<file path="config.mk">
export PLATFORM = sky130hd
export DESIGN_NAME = multicycle_main_fsm
export DESIGN_NICKNAME = d
export VERILOG_FILES = /design/src/rtl/multicycle_main_fsm.sv
export SDC_FILE = /design/constraint.sdc
export NUM_CORES = 1
export LEC_CHECK = 0
export CAP_MARGIN = 5
export CORE_UTILIZATION = 37
export DETAILED_ROUTE_END_ITERATION = 12
export PLACE_DENSITY_LB_ADDON = 0.1
export RECOVER_POWER = 50
export SLEW_MARGIN = 30
export SYNTH_ARGS = -nofsm -noshare
export SYNTH_HDL_FRONTEND = slang
export SYNTH_SLANG_ARGS = --single-unit
export TNS_END_PERCENT = 1
</file>
<file path="constraint.sdc">
create_clock -name clk -period 1.8 [get_ports clk]
set_input_delay 0.36 -clock clk [delete_from_list [all_inputs] [get_ports clk]]
set_output_delay 0.36 -clock clk [all_outputs]
set_load 0.05 [all_outputs]
</file>
<file path="src/rtl/multicycle_main_fsm.sv">
// Main control FSM for the multicycle RV32I core.
// Sequences fetch/decode/execute/memory/writeback for lw, sw, R-type,
// I-type ALU, beq and jal, and drives every datapath enable and mux select
// except alu_control. Memory accesses stall on mem_ready.
module multicycle_main_fsm #(
    parameter int OP_W = 7,
    parameter int ST_W = 4
) (
    input  logic            clk,
    input  logic            reset,
    input  logic [OP_W-1:0] op,
    input  logic            zero,
    input  logic            mem_ready,
    output logic            pc_write,
    output logic            adr_src,
    output logic            mem_write,
    output logic            ir_write,
    output logic [1:0]      result_src,
    output logic [1:0]      alu_src_a,
    output logic [1:0]      alu_src_b,
    output logic            reg_write,
    output logic [1:0]      alu_op,
    output logic            illegal_instr,
    output logic [ST_W-1:0] state
);

    typedef enum logic [ST_W-1:0] {
        S_FETCH    = ST_W'(0),
        S_DECODE   = ST_W'(1),
        S_MEMADR   = ST_W'(2),
        S_MEMREAD  = ST_W'(3),
        S_MEMWB    = ST_W'(4),
        S_MEMWRITE = ST_W'(5),
        S_EXECUTER = ST_W'(6),
        S_EXECUTEI = ST_W'(7),
        S_ALUWB    = ST_W'(8),
        S_BEQ      = ST_W'(9),
        S_JAL      = ST_W'(10)
    } state_t;

    localparam logic [OP_W-1:0] OP_LW    = OP_W'(7'b0000011);
    localparam logic [OP_W-1:0] OP_SW    = OP_W'(7'b0100011);
    localparam logic [OP_W-1:0] OP_RTYPE = OP_W'(7'b0110011);
    localparam logic [OP_W-1:0] OP_ITYPE = OP_W'(7'b0010011);
    localparam logic [OP_W-1:0] OP_BEQ   = OP_W'(7'b1100011);
    localparam logic [OP_W-1:0] OP_JAL   = OP_W'(7'b1101111);

    state_t state_q;
    state_t state_d;

    // Raw (pre-reset-gating) enables produced by the state decode.
    logic pc_update;
    logic branch;
    logic mem_write_c;
    logic ir_write_c;
    logic reg_write_c;
    logic illegal_c;

    // State register: reset restarts the core at FETCH immediately.
    always_ff @(posedge clk or posedge reset) begin
        if (reset) begin
            state_q <= S_FETCH;
        end else begin
            state_q <= state_d;
        end
    end

    // Next-state and Moore output decode; ir_write/pc_update in FETCH and
    // illegal_instr in DECODE are the only input-dependent terms.
    always_comb begin
        state_d     = state_q;
        pc_update   = 1'b0;
        branch      = 1'b0;
        adr_src     = 1'b0;
        mem_write_c = 1'b0;
        ir_write_c  = 1'b0;
        result_src  = 2'b00;
        alu_src_a   = 2'b00;
        alu_src_b   = 2'b00;
        reg_write_c = 1'b0;
        alu_op      = 2'b00;
        illegal_c   = 1'b0;
        case (state_q)
            S_FETCH: begin
                alu_src_b  = 2'b10;
                result_src = 2'b10;
                ir_write_c = mem_ready;
                pc_update  = mem_ready;
                if (mem_ready) state_d = S_DECODE;
            end
            S_DECODE: begin
                // OldPC + imm lands in ALUOut as the branch target
                alu_src_a = 2'b01;
                alu_src_b = 2'b01;
                case (op)
                    OP_LW, OP_SW: state_d = S_MEMADR;
                    OP_RTYPE:     state_d = S_EXECUTER;
                    OP_ITYPE:     state_d = S_EXECUTEI;
                    OP_BEQ:       state_d = S_BEQ;
                    OP_JAL:       state_d = S_JAL;
                    default: begin
                        state_d   = S_FETCH;
                        illegal_c = 1'b1;
                    end
                endcase
            end
            S_MEMADR: begin
                alu_src_a = 2'b10;
                alu_src_b = 2'b01;
                state_d   = (op == OP_LW) ? S_MEMREAD : S_MEMWRITE;
            end
            S_MEMREAD: begin
                adr_src = 1'b1;
                if (mem_ready) state_d = S_MEMWB;
            end
            S_MEMWB: begin
                result_src  = 2'b01;
                reg_write_c = 1'b1;
                state_d     = S_FETCH;
            end
            S_MEMWRITE: begin
                adr_src     = 1'b1;
                mem_write_c = 1'b1;
                if (mem_ready) state_d = S_FETCH;
            end
            S_EXECUTER: begin
                alu_src_a = 2'b10;
                alu_op    = 2'b10;
                state_d   = S_ALUWB;
            end
            S_EXECUTEI: begin
                alu_src_a = 2'b10;
                alu_src_b = 2'b01;
                alu_op    = 2'b10;
                state_d   = S_ALUWB;
            end
            S_ALUWB: begin
                reg_write_c = 1'b1;
                state_d     = S_FETCH;
            end
            S_BEQ: begin
                alu_src_a = 2'b10;
                alu_op    = 2'b01;
                branch    = 1'b1;
                state_d   = S_FETCH;
            end
            S_JAL: begin
                alu_src_a = 2'b01;
                alu_src_b = 2'b10;
                pc_update = 1'b1;
                state_d   = S_ALUWB;
            end
            default: begin
                state_d = S_FETCH;
            end
        endcase
    end

    // Enables are forced low while reset is held so an in-flight write
    // strobe drops in the same cycle reset arrives.
    assign pc_write      = ~reset & (pc_update | (branch & zero));
    assign mem_write     = ~reset & mem_write_c;
    assign ir_write      = ~reset & ir_write_c;
    assign reg_write     = ~reset & reg_write_c;
    assign illegal_instr = ~reset & illegal_c;
    assign state         = state_q;

endmodule

</file>
==> metrics.md, run 1 <==
| Metric | Value |
|---|---|
| Hold Buf Count CTS | 0 |
| Post-Synth Adder-Cell Area | 0% |
| Post-Synthesis Cells | 70 |
| Syn nets | 81 |
| Count leader, synth | nor2_1 |
| Die Wd | 39.6 um |
| Synth cell types | 33 |
| Ports | 29 |
| Post-synthesis mux area share | 1.92% |
| Error | [ERROR DPL-0038] Utilization greater than 100%, impossible to legalize |
| DP Cell Count | 130 |
| XOR/XNOR share of the synthesized area | 6.71% |
| Status | did not finish |
| H-Tree Depth | 1 |
| Top post-synthesis cells by count | 7 x nor2_1, 6 x nor3_1, 5 x a21oi_1, 4 x dfrtp_1, 4 x nand2b_1 |
| Max Root-Sink Buffers | 2 |
| Synth top area share | 19.2% |
| Cell taking the most area after synthesis | dfrtp_1 |
| Post-CTS Setup Inserts | 1 |
| Post-synth EDFFs | 0 |
| Synth warn | 0 |
| Share of flip-flops with an asynchronous set or reset | 100% |
| Site row count | 13 |
| Syn_area_per_cell | 7.45 um^2 |
| Num CTS Buffers | 3 |
| Synth area leaders | dfrtp_1 19%, nor3_1 5.8%, nor2_1 5.0% |
| Compound-Gate Fraction of Synth Area | 16.3% |
| Initial Util | 40.1% |
| Sequential element share of the synthesized area | 19.2% |
| CTS root buf | clkbuf_4 |
| Cell Area, Synth | 522 um^2 |
| Exit stage | clock tree synthesis (4_1_cts) |
| Synthesized flop and latch total | 4 |
| Simple-Gate Fraction of Synth Area | 51.6% |
| Gpl congestion | 0.851 |
| Main combinational cell family by area after synthesis | simple AND/OR/NAND/NOR gates |
| CTS-repair resized insts | 13 |
| Clock Sink Count | 4 |
| Die Ht | 39.6 um |
| Top_reg_cell synth | dfrtp_1 |
| I/O Buffers | 28 |
| Post-DP HPWL | 2250 um |
-- kinds of logic after synthesis --
| kind of cell | count (synthesis) |
|---|---|
| simple gates | 43 |
| mux | 1 |
| compound gates | 13 |
| buf+inv | 5 |
| xor+xnor | 4 |
| flops | 4 |
-- metrics by stage --
step	cell area, um^2	util [%]	setup WS [ns]	hold WS, ns
after floorplan	623	-	-0.372	0.135
after global placement	1250	95.9	-0.342	0.585
after detailed placement	1250	95.9	-0.424	0.605
==> inputs of run 2 (changes only) <==
--- a/config.mk
+++ b/config.mk
@@ -6,9 +6,10 @@
 export NUM_CORES = 1
 export LEC_CHECK = 0
 export CAP_MARGIN = 5
-export CORE_UTILIZATION = 37
+export CORE_AREA = 2 2 63 65
 export DETAILED_ROUTE_END_ITERATION = 12
-export PLACE_DENSITY_LB_ADDON = 0.1
+export DIE_AREA = 0 0 65 67
+export PLACE_DENSITY_LB_ADDON = 0.15
 export RECOVER_POWER = 50
 export SLEW_MARGIN = 30
 export SYNTH_ARGS = -nofsm -noshare
==> metrics.md, run 2 <==
| Metric | Value |
|---|---|
| Max Root-Sink Buffers | 2 |
| Gate power share | 56.7% |
| Commonest cells after routing, fill and taps aside | 20 x buf_12, 20 x buf_4, 6 x dlygate4sd2_1 |
| Die area | 4360 um^2 |
| Die Ht | 67 um |
| RSZ-0062 raised after global routing | yes |
| Post-DP Area | 1280 um^2 |
| Largest net degree at the start of global routing | 9 |
| Synth warn | 0 |
| Pre-Repair DR Iteration Count | 4 |
| DRC violations left | 0 |
| Crit path kind | reg -> out |
| Post-DP HPWL | 1670 um |
| Die Wd | 65 um |
| Fin. Hold Viols | 0 |
| I/O Buffers | 28 |
| Pint | 0.430 mW |
| Leak | 0.591 nW |
| PD cells | 460 nW/um^2 |
| Slew @ Worst Pin | 0.276 ns |
| CTS tree | built |
| Num CTS Buffers | 3 |
| Hold Buf Count CTS | 0 |
| Share of cells above drive strength 1 | 57.7% |
| Sequential element share of the synthesized area | 19.2% |
| Finished Cell Area | 1430 um^2 |
| Post-synth EDFFs | 0 |
| Top_reg_cell synth | dfrtp_1 |
| Synthesized flop and latch total | 4 |
| Avg WL per Cell | 12.1 um |
| Core ar. | 3610 um^2 |
| ANT nets after route | 0 |
| Syn_area_per_cell | 7.45 um^2 |
| Slew HR | 81.5% |
| Critical Path RT | 1.44 ns |
| Share of flip-flops with an asynchronous set or reset | 100% |
| Clock power frac | 27.8% |
| Crit share post-route | 104% |
| Post-Synthesis Cells | 70 |
| H-Tree Depth | 1 |
| Status | finished, violations left |
| Layout area overhead | 174% |
| Ports | 29 |
| Count leader, synth | nor2_1 |
| Setup TNS | -0.173 ns |
| Max Transition Viols Final | 0 |
| Worst Path Arrival | 1.51 ns |
| Synth top area share | 19.2% |
| Max Cap Viol | 0 |
| Via density | 4.33 |
| Clk_lat worst skew | 0.21 ns |
| Syn nets | 81 |
| Crit path max fanout | 4 |
| Clock Sink Count | 4 |
| Worst setup EP type | output port |
| Crit path launch type | flip-flop |
| Cell Chain, Critical Path | nand2b_4 -> o21a_1 -> o21a_1 -> nor3_4 -> buf_12 |
| Iteration-0 DRC Markers | 12 |
| Seq pwr share | 15.5% |
| Final WS setup | -0.0672 ns |
| Achievable frequency | 0.536 GHz |
| Setup violations, final | 6 |
| Final nets | 136 |
| DR vias | 740 |
| Site row count | 22 |
| Vias in the first global route | 730 |
| All-layer global routing usage | 10.1% |
| CTS root buf | clkbuf_8 |
| Top post-synthesis cells by count | 7 x nor2_1, 6 x nor3_1, 5 x a21oi_1, 4 x dfrtp_1, 4 x nand2b_1 |
| Cell taking the most area after synthesis | dfrtp_1 |
| Clock skew | 0.000710 ns |
| Initial antenna violation count | 0 |
| Synth cell types | 33 |
| Initial Util | 14.5% |
| Drt total wl | 2070 um |
| Gpl congestion | 0.790 |
| Fin crit period | 1.87 ns |
| Global-route wire length before repair | 3370 um |
| Diode count | 0 |
| Number of flip-flops in the largest register | 4 |
| Maximum vdd drop | 0.000153 V |
| Clock-pin slew on the worst setup and hold paths | 0.03 ns |
| GRT Residual Overflow | 0 |
| Fraction of power spent switching nets | 34.6% |
| Net Sw Power | 0.227 mW |
| Cell Area, Synth | 522 um^2 |
| Slowest CP cell | dfrtp_2 |
| CP peak stage delay | 0.43 ns |
| Failing checks | negative setup slack |
| Synth area leaders | dfrtp_1 19%, nor3_1 5.8%, nor2_1 5.0% |
| Hold Path Class | reg -> reg |
| Top cell by count, worst path | o21a_1 |
[run 2: what timing repair did]
item,in CTS,in global routing
buffers inserted,5,1
endpoints found under the setup margin,10,10
pin swaps,6,5
resized for setup,13,8
[run 2: cell families after synthesis]
group / count (synthesis) / share of synthesized area [%]
buffers and inverters: 5 / 4.31
AOI/OAI and AO/OA: 13 / 16.3
DFF: 4 / 19.2
muxes: 1 / 1.92
xor gates and xnor gates: 4 / 6.72
and+or+nand+nor: 43 / 51.6
[run 2: cell type report]
class | count | area, um^2
well taps | 48 | 60.1
fillers | 365 | 2180
clock buffers | 3 | 41.3
flip-flops and latches | 4 | 105
inverters | 1 | 3.75
repair buffers | 54 | 686
multi-input cells | 61 | 533
[run 2: metal layers]
layer  track usage, %  vias to the layer above  part of all wire [%]
li1                 -                      368                     -
met4             4.52                        0                   1.0
met5                0                        -                     0
met3             2.87                        4                   4.8
met1             12.5                      348                    43
met2             16.2                       20                    51
[run 2: stage by stage]
stage	util, %	power [mW]	cells	setup WS, ns	hold slack [ns]
floorplan	-	0.268	70	-0.372	0.135
global placement	35.5	0.451	162	-0.396	0.538
detailed placement	35.5	0.452	162	-0.396	0.521
CTS	38.6	0.659	170	-0.148	0.534
global route	39.6	0.697	171	-0.105	0.589
finish	39.6	0.657	171	-0.0672	0.544
[run 2: critical path: cells and delay by family (launching register included)]
kind                   cells  cell delay [ns]
AO/OA/AOI/OAI              2             0.38
buffers and inverters      1             0.16
flip-flops                 1             0.43
AND/OR/NAND/NOR            2             0.32
[run 2: path summary, 6_finish.rpt]
| path | start | end | slack [ns] | cells after the start |
|---|---|---|---|---|
| worst max-delay path | state[0] | pc_write | -0.07 | 5 |
| worst min-delay path | state[3] | state[0] | 0.54 | 1 |
| max in group asynchronous | reset | state[0] | 0.94 | 4 |
| worst min register to register | state[3] | state[0] | 0.54 | 1 |
| worst max register to register | state[2] | state[1] | 0.31 | 4 |
| min in group asynchronous | reset | state[1] | 0.67 | 4 |
[run 2: power groups by stage]
stage / registers (mW) / logic, mW / clock network, mW
after detailed placement: 0.105 / 0.347 / 0
final: 0.102 / 0.372 / 0.182
after CTS: 0.102 / 0.371 / 0.186
after global placement: 0.105 / 0.345 / 0
after floorplan: 0.115 / 0.153 / 0
after global routing: 0.103 / 0.393 / 0.201
Note: power is estimated with default switching activity, not from simulation.
